`config.mk`:
```
export PLATFORM = sky130hd
export DESIGN_NAME = cache_wb_buffer_flat
export DESIGN_NICKNAME = d
export VERILOG_FILES = /design/src/rtl/cache_wb_buffer_if.sv /design/src/rtl/cache_wb_buffer.sv /design/src/flat_wrapper.sv
export SDC_FILE = /design/constraint.sdc
export NUM_CORES = 1
export LEC_CHECK = 0
export ABC_AREA = 1
export CELL_PAD_IN_SITES_DETAIL_PLACEMENT = 0
export CELL_PAD_IN_SITES_GLOBAL_PLACEMENT = 1
export CORE_MARGIN = 10
export CORE_UTILIZATION = 35
export DETAILED_ROUTE_END_ITERATION = 12
export GPL_TIMING_DRIVEN = 0
export PLACE_DENSITY = 0.76
export SLEW_MARGIN = 20
export SYNTH_ARGS = -nofsm -noshare
export SYNTH_HDL_FRONTEND = slang
export SYNTH_SLANG_ARGS = --single-unit
export TNS_END_PERCENT = 100
```
`constraint.sdc`:
```
create_clock -name clk_i -period 27.2 [get_ports clk_i]
set_clock_uncertainty 0.2 [all_clocks]
set_input_delay 2.72 -clock clk_i [delete_from_list [all_inputs] [get_ports clk_i]]
set_output_delay 2.72 -clock clk_i [all_outputs]
set_load 0.02 [all_outputs]
```
`src/rtl/cache_wb_buffer_if.sv`:
```
// Bus bundle for the write-back buffer: victim intake, memory write channel,
// lookup probe and occupancy status.
interface cache_wb_buffer_if #(
    parameter int LINE_BYTES = 64,
    parameter int BUS_BYTES  = 8,
    parameter int ADDR_WIDTH = 32,
    parameter int DEPTH      = 2
);
    localparam int CNT_W = $clog2(DEPTH) + 1;

    logic                    evict_valid_i;
    logic                    evict_ready_o;
    logic                    evict_dirty_i;
    logic [ADDR_WIDTH-1:0]   evict_addr_i;
    logic [LINE_BYTES*8-1:0] evict_line_i;

    logic                    mem_aw_valid_o;
    logic                    mem_aw_ready_i;
    logic [ADDR_WIDTH-1:0]   mem_aw_addr_o;
    logic                    mem_w_valid_o;
    logic                    mem_w_ready_i;
    logic [BUS_BYTES*8-1:0]  mem_w_data_o;
    logic                    mem_w_last_o;
    logic                    mem_b_valid_i;
    logic                    mem_b_ready_o;

    logic [ADDR_WIDTH-1:0]   lookup_addr_i;
    logic                    lookup_hit_o;
    logic [CNT_W-1:0]        count_o;
    logic                    empty_o;

    // master is the buffer itself; slave is the cache/memory environment around it
    modport master (
        input  evict_valid_i, evict_dirty_i, evict_addr_i, evict_line_i,
        input  mem_aw_ready_i, mem_w_ready_i, mem_b_valid_i, lookup_addr_i,
        output evict_ready_o, mem_aw_valid_o, mem_aw_addr_o, mem_w_valid_o,
        output mem_w_data_o, mem_w_last_o, mem_b_ready_o, lookup_hit_o,
        output count_o, empty_o
    );

    modport slave (
        output evict_valid_i, evict_dirty_i, evict_addr_i, evict_line_i,
        output mem_aw_ready_i, mem_w_ready_i, mem_b_valid_i, lookup_addr_i,
        input  evict_ready_o, mem_aw_valid_o, mem_aw_addr_o, mem_w_valid_o,
        input  mem_w_data_o, mem_w_last_o, mem_b_ready_o, lookup_hit_o,
        input  count_o, empty_o
    );
endinterface

```
`src/rtl/cache_wb_buffer.sv`:
```
// Write-back buffer: queues dirty victim lines in a small FIFO and drains each
// as an address phase, a fixed data burst and a write response.
module cache_wb_buffer #(
    parameter int LINE_BYTES = 64,
    parameter int BUS_BYTES  = 8,
    parameter int ADDR_WIDTH = 32,
    parameter int DEPTH      = 2
) (
    input logic               clk_i,
    input logic               rst_i,
    cache_wb_buffer_if.master bus
);
    localparam int BUS_BITS = BUS_BYTES * 8;
    localparam int BEATS    = LINE_BYTES / BUS_BYTES;
    localparam int OFF_W    = $clog2(LINE_BYTES);
    localparam int PTR_W    = $clog2(DEPTH);
    localparam int CNT_W    = PTR_W + 1;
    localparam int BEAT_W   = (BEATS > 1) ? $clog2(BEATS) : 1;

    localparam logic [CNT_W-1:0]      FULL_CNT  = CNT_W'(DEPTH);
    localparam logic [BEAT_W-1:0]     LAST_BEAT = BEAT_W'(BEATS - 1);
    localparam logic [ADDR_WIDTH-1:0] TAG_MASK  = {{(ADDR_WIDTH-OFF_W){1'b1}}, {OFF_W{1'b0}}};

    typedef enum logic [1:0] {
        IDLE,
        ADDR,
        DATA,
        RESP
    } state_e;

    state_e state_q;
    state_e state_d;

    logic [ADDR_WIDTH-1:0] addr_q [DEPTH];
    logic [BUS_BITS-1:0]   data_q [DEPTH][BEATS];
    logic [DEPTH-1:0]      valid_q;
    logic [PTR_W-1:0]      head_q;
    logic [PTR_W-1:0]      tail_q;
    logic [CNT_W-1:0]      count_q;
    logic [BEAT_W-1:0]     beat_q;

    logic full;
    logic enq_fire;
    logic free_fire;
    logic aw_fire;
    logic w_fire;
    logic last_fire;

    logic aw_valid;
    logic w_valid;
    logic w_last;
    logic b_ready;
    logic hit;

    assign full      = (count_q == FULL_CNT);
    assign enq_fire  = bus.evict_valid_i & ~full & bus.evict_dirty_i;
    assign free_fire = (state_q == RESP) & bus.mem_b_valid_i;
    assign aw_fire   = (state_q == ADDR) & bus.mem_aw_ready_i;
    assign w_fire    = (state_q == DATA) & bus.mem_w_ready_i;
    assign last_fire = w_fire & (beat_q == LAST_BEAT);

    // Line storage is split into beats up front so the drain side is a plain index.
    always_ff @(posedge clk_i) begin
        if (enq_fire) begin
            addr_q[tail_q] <= bus.evict_addr_i & TAG_MASK;
            for (int b = 0; b < BEATS; b++) begin
                data_q[tail_q][b] <= bus.evict_line_i[b*BUS_BITS +: BUS_BITS];
            end
        end
    end

    always_ff @(posedge clk_i) begin
        if (rst_i) begin
            valid_q <= '0;
            head_q  <= '0;
            tail_q  <= '0;
            count_q <= '0;
        end else begin
            if (enq_fire) begin
                valid_q[tail_q] <= 1'b1;
                tail_q          <= tail_q + PTR_W'(1);
            end
            if (free_fire) begin
                valid_q[head_q] <= 1'b0;
                head_q          <= head_q + PTR_W'(1);
            end
            case ({enq_fire, free_fire})
                2'b10:   count_q <= count_q + CNT_W'(1);
                2'b01:   count_q <= count_q - CNT_W'(1);
                default: count_q <= count_q;
            endcase
        end
    end

    always_ff @(posedge clk_i) begin
        if (rst_i) begin
            state_q <= IDLE;
        end else begin
            state_q <= state_d;
        end
    end

    // Beat counter restarts on every address handshake and wraps after the last beat.
    always_ff @(posedge clk_i) begin
        if (rst_i) begin
            beat_q <= '0;
        end else if (aw_fire) begin
            beat_q <= '0;
        end else if (w_fire) begin
            beat_q <= (beat_q == LAST_BEAT) ? '0 : beat_q + BEAT_W'(1);
        end
    end

    always_comb begin
        state_d = state_q;
        case (state_q)
            IDLE: if (count_q != '0) state_d = ADDR;
            ADDR: if (aw_fire)       state_d = DATA;
            DATA: if (last_fire)     state_d = RESP;
            RESP: if (free_fire)     state_d = IDLE;
            default:                 state_d = IDLE;
        endcase
    end

    always_comb begin
        aw_valid = 1'b0;
        w_valid  = 1'b0;
        w_last   = 1'b0;
        b_ready  = 1'b0;
        case (state_q)
            ADDR: aw_valid = 1'b1;
            DATA: begin
                w_valid = 1'b1;
                w_last  = (beat_q == LAST_BEAT);
            end
            RESP: b_ready = 1'b1;
            default: ;
        endcase
    end

    // The head stays valid until its response, so in-flight lines keep hitting.
    always_comb begin
        hit = 1'b0;
        for (int i = 0; i < DEPTH; i++) begin
            if (valid_q[i] && (addr_q[i] == (bus.lookup_addr_i & TAG_MASK))) begin
                hit = 1'b1;
            end
        end
    end

    assign bus.evict_ready_o  = ~full;
    assign bus.mem_aw_valid_o = aw_valid;
    assign bus.mem_aw_addr_o  = addr_q[head_q];
    assign bus.mem_w_valid_o  = w_valid;
    assign bus.mem_w_data_o   = data_q[head_q][beat_q];
    assign bus.mem_w_last_o   = w_last;
    assign bus.mem_b_ready_o  = b_ready;
    assign bus.lookup_hit_o   = hit;
    assign bus.count_o        = count_q;
    assign bus.empty_o        = (count_q == '0);

endmodule

```
`src/flat_wrapper.sv`:
```
// flat-port wrapper written by rule: the top's interface ports become plain ports
module cache_wb_buffer_flat 
#(
    parameter int LINE_BYTES = 64,
    parameter int BUS_BYTES  = 8,
    parameter int ADDR_WIDTH = 32,
    parameter int DEPTH      = 2
)
  (clk_i, rst_i, bus_evict_valid_i, bus_evict_dirty_i, bus_evict_addr_i, bus_evict_line_i, bus_mem_aw_ready_i, bus_mem_w_ready_i, bus_mem_b_valid_i, bus_lookup_addr_i, bus_evict_ready_o, bus_mem_aw_valid_o, bus_mem_aw_addr_o, bus_mem_w_valid_o, bus_mem_w_data_o, bus_mem_w_last_o, bus_mem_b_ready_o, bus_lookup_hit_o, bus_count_o, bus_empty_o);
  cache_wb_buffer_if #(.LINE_BYTES(LINE_BYTES), .BUS_BYTES(BUS_BYTES), .ADDR_WIDTH(ADDR_WIDTH), .DEPTH(DEPTH)) bus_i ();
  input logic clk_i;
  input logic rst_i;
  input wire logic [$bits(bus_i.evict_valid_i)-1:0] bus_evict_valid_i;
  input wire logic [$bits(bus_i.evict_dirty_i)-1:0] bus_evict_dirty_i;
  input wire logic [$bits(bus_i.evict_addr_i)-1:0] bus_evict_addr_i;
  input wire logic [$bits(bus_i.evict_line_i)-1:0] bus_evict_line_i;
  input wire logic [$bits(bus_i.mem_aw_ready_i)-1:0] bus_mem_aw_ready_i;
  input wire logic [$bits(bus_i.mem_w_ready_i)-1:0] bus_mem_w_ready_i;
  input wire logic [$bits(bus_i.mem_b_valid_i)-1:0] bus_mem_b_valid_i;
  input wire logic [$bits(bus_i.lookup_addr_i)-1:0] bus_lookup_addr_i;
  output wire logic [$bits(bus_i.evict_ready_o)-1:0] bus_evict_ready_o;
  output wire logic [$bits(bus_i.mem_aw_valid_o)-1:0] bus_mem_aw_valid_o;
  output wire logic [$bits(bus_i.mem_aw_addr_o)-1:0] bus_mem_aw_addr_o;
  output wire logic [$bits(bus_i.mem_w_valid_o)-1:0] bus_mem_w_valid_o;
  output wire logic [$bits(bus_i.mem_w_data_o)-1:0] bus_mem_w_data_o;
  output wire logic [$bits(bus_i.mem_w_last_o)-1:0] bus_mem_w_last_o;
  output wire logic [$bits(bus_i.mem_b_ready_o)-1:0] bus_mem_b_ready_o;
  output wire logic [$bits(bus_i.lookup_hit_o)-1:0] bus_lookup_hit_o;
  output wire logic [$bits(bus_i.count_o)-1:0] bus_count_o;
  output wire logic [$bits(bus_i.empty_o)-1:0] bus_empty_o;
  assign bus_i.evict_valid_i = bus_evict_valid_i;
  assign bus_i.evict_dirty_i = bus_evict_dirty_i;
  assign bus_i.evict_addr_i = bus_evict_addr_i;
  assign bus_i.evict_line_i = bus_evict_line_i;
  assign bus_i.mem_aw_ready_i = bus_mem_aw_ready_i;
  assign bus_i.mem_w_ready_i = bus_mem_w_ready_i;
  assign bus_i.mem_b_valid_i = bus_mem_b_valid_i;
  assign bus_i.lookup_addr_i = bus_lookup_addr_i;
  assign bus_evict_ready_o = bus_i.evict_ready_o;
  assign bus_mem_aw_valid_o = bus_i.mem_aw_valid_o;
  assign bus_mem_aw_addr_o = bus_i.mem_aw_addr_o;
  assign bus_mem_w_valid_o = bus_i.mem_w_valid_o;
  assign bus_mem_w_data_o = bus_i.mem_w_data_o;
  assign bus_mem_w_last_o = bus_i.mem_w_last_o;
  assign bus_mem_b_ready_o = bus_i.mem_b_ready_o;
  assign bus_lookup_hit_o = bus_i.lookup_hit_o;
  assign bus_count_o = bus_i.count_o;
  assign bus_empty_o = bus_i.empty_o;
  cache_wb_buffer #(.LINE_BYTES(LINE_BYTES), .BUS_BYTES(BUS_BYTES), .ADDR_WIDTH(ADDR_WIDTH), .DEPTH(DEPTH)) u_core (.clk_i(clk_i), .rst_i(rst_i), .bus(bus_i));
endmodule
```
==> run_results.csv <==
group,metric,value,unit
clocking,cts_resized,0,
timing,hold_viol,0,
setup_path,r2r_cells,13,
detailed_routing,drt_iter0_drc,3293,
floorplan,core_area,0.127,sq mm
final_layout,fill_cells,11400,
final_layout,syn_to_final_growth,29.8,%
timing,drv_slew,0,
global_routing,grt_pass1_wl,230,mm
setup_path,crit_chain,"clkdlybuf4s50_1 > inv_1 > nand2_1 > nand2_1 > nor2_1 > nand2_1 > nor2_1 > nand3_1 > nand2_1 > clkdlybuf4s50_1",
setup_path,path_max_fanout,3,
place,hpwl,127,mm
detailed_routing,wl,169,mm
floorplan,die_area,0.143,sq mm
timing,rsz0062_at_grt,"no",
detailed_routing,route.vias.total,31800,
synthesis,yosys-top-cells-area,"edfxtp_1, inv_1, nand3_1, o211ai_1, nand2_1",
global_routing,grt_antenna_before_repair,85,
clocking,post_cts_buffers,0,
synthesis,seq_area_frac_synth,72.8,%
detailed_routing,wl_per_cell,27.1,um
clocking,max-clock-path-buffers,3,
floorplan,dieWidth,378,um
final_layout,utilization,45.6,%
setup_path,reg2reg_slack,23.29,ns
synthesis,avgSynthCellArea,12.3,sq um
floorplan,ios,688,
global_routing,gr-usage-all-layers,22.9,%
floorplan,rows,131,
global_routing,gr-total-overflow,0,
global_routing,grt_pass1_vias,31200,
setup_path,cp_slowest_cell,"clkdlybuf4s50_1",
final_layout,drive_gt1_share,6.99,%
power,finalPower,4.33,mW
timing,setup_viol,0,
timing,maxSlewHeadroom,25.0,%
timing,period_minus_slack,7.78,ns
power,p_per_area,74.5,mW/mm^2
place,dp_slack,19.47,ns
setup_path,endpoint_kind,"primary output",
clocking,htree_levels,3,
clocking,clk_pin_slew,0.06,ns
floorplan,start_util,35.2,%
setup_path,critPathMaxStageDelay,0.64,ns
clocking,cts_root_buffer,"clkbuf_16",
synthesis,ys_warn_count,0,
setup_path,r2r_end,"u_core.data_q[0][375]",
place,io_buffers,669,
synthesis,synth_seq_cells,1088,
final_layout,final_area,0.0581,sq mm
detailed_routing,drcViolationCount,0,
flow_run,cap_violations,0,
place,gp_congestion,0.886,
clocking,cts_tree,"built",
power,ir_worst_vdd,59.7,uV
synthesis,synth_top_area_share,72.2,%
clocking,cts.sinks,1088,
timing,max_freq,0.129,GHz
detailed_routing,drtAntennaViolNets,0,
setup_path,cp_data_arrival_time,4.86,ns
clocking,cts_inserted_buffers,115,
setup_path,critPathLaunchType,"input pin",
setup_path,cp.required,24.28,ns
detailed_routing,drt-pass1-iter-count,5,
synthesis,syn-instance-count,3634,
timing,setup_tns,0,ns
floorplan,die_y,378,um
final_layout,final_common_cell,"edfxtp_1",
outcome,status,"completed",
clocking,holdBufCountCts,0,
final_layout,layout_common_cells,"edfxtp_1, clkdlybuf4s50_1, inv_1",
timing,fin_ws,19.42,ns
timing,worst_pin_slew,1.12,ns
setup_path,critPathKind,"in2out",
synthesis,syn_area,0.0447,sq mm
final_layout,nets,5047,
timing,post-route-period-util,28.6,%
synthesis,yosysTopAreaCell,"edfxtp_1",
setup_path,rr_startpoint,"u_core.bus.count_o[0]",
hold_path,hp-class,"reg2reg",
place,place_area,0.0543,sq mm
hold_path,whs_endpoint,"u_core.valid_q[1]",
setup_path,cpMostUsedCell,"nand2_1",
clocking,clkLatencyLatePin,0.73,ns
detailed_routing,via_per_inst,5.08,
global_routing,grt_max_degree,102,
hold_path,hold_depth,2,
power,leakage,20.8,nW
hold_path,hold_start,"u_core.valid_q[1]",
synthesis,ys_types,28,
[Yosys cell counts]
library cell     n
xor2_1           4
nand3_1        389
buf_1           32
clkbuf_1        84
nor2_1          45
o21ai_0        280
dfxtp_1         12
ha_1             7
conb_1           1
nand4_1          1
o21ai_1          4
a211oi_1         2
buf_6           16
edfxtp_1      1076
mux2_2           3
xnor2_1         13
nor4_1           1
a21boi_0         1
o211ai_1       256
and3_1           1
nor3_1           4
buf_2           73
inv_1          588
o22ai_1          2
nand2_1        449
a21oi_1        270
nor3b_1          1
buf_4           19
[routing by layer]
metal	wire, um	part of all wire [%]	global-route usage, %	vias to the layer above
li1	-	-	-	14500
met1	65800	39	27.9	15500
met2	82800	49	38.5	1401
met3	14900	8.8	6.17	283
met4	5470	3.2	8.90	64
met5	388	0.23	0	-
[worst max path at each step]
stage          cells after the start  slack (ns)                   from               endpoint
3_5_place_dp                      10       19.47  bus_lookup_addr_i[29]       bus_lookup_hit_o
4_1_cts                           10       19.46  bus_lookup_addr_i[29]       bus_lookup_hit_o
6_report                          10       19.42  bus_lookup_addr_i[29]       bus_lookup_hit_o
2_1_floorplan                      2        0.42      bus_evict_dirty_i    u_core.addr_q[0][0]
5_1_grt                           12       19.35  bus_lookup_addr_i[23]       bus_lookup_hit_o
3_3_place_gp                       3      -14.67      bus_evict_dirty_i  u_core.data_q[0][292]
[sequential cells by signal, indices dropped and copies added (netlist names), named ones only]
signal and flops:
u_core.data_q 1024, u_core.valid_q 2, u_core.bus.count_o 2, u_core.beat_q 3
u_core.state_q 2, u_core.tail_q 1, u_core.addr_q 52, u_core.head_q 1
[cells by family (layout without fill, tap and decap cells)]
| family | count (synthesis) | in the layout | synth area share [%] |
|---|---|---|---|
| compound gates | 815 | 815 | 10.6 |
| xor+xnor | 17 | 17 | 0.333 |
| fa+ha+maj | 7 | 7 | 0.196 |
| buf+inv | 812 | 1724 | 7.45 |
| flops | 1088 | 1088 | 72.8 |
| mux | 3 | 3 | 0.0755 |
| other cells | 1 | 48 | 0.00838 |
| simple gates | 891 | 891 | 8.60 |
[cell type report]
class                   instances  area (sq um)  share of cell area (%)
flip-flops and latches       1088         32600                    56.1
multi-input cells            1739          8880                    15.3
repair buffers                701          7440                    12.8
clock buffers                 144          3030                    5.22
inverters                     588          2210                    3.81
well taps                    1662          2080                    3.58
plain buffers                 224          1140                    1.96
clock inverters                67           624                    1.08
diodes                         42           105                   0.181
[worst max-delay path: cells and delay by family]
kind          cells  cell delay [ns]
buf+inv           3             1.30
simple gates      7             0.85
[per-stage QoR]
stage / std cells / hold WS (ns)
6_report: 6255 / 0.304
5_1_grt: 6244 / 0.311
4_1_cts: 6213 / 0.298
3_5_place_dp: 6002 / 0.288
3_3_place_gp: 5970 / 0.274
2_1_floorplan: 3639 / 0.236
[power breakdown]
part | switching [mW] | leakage [nW] | internal, mW
Clock | 0.661 | 1.78 | 0.882
Sequential | 0.0175 | 9.97 | 1.92
Combinational | 0.544 | 9.06 | 0.302
No activity file was read; power rests on OpenSTA's default activity.
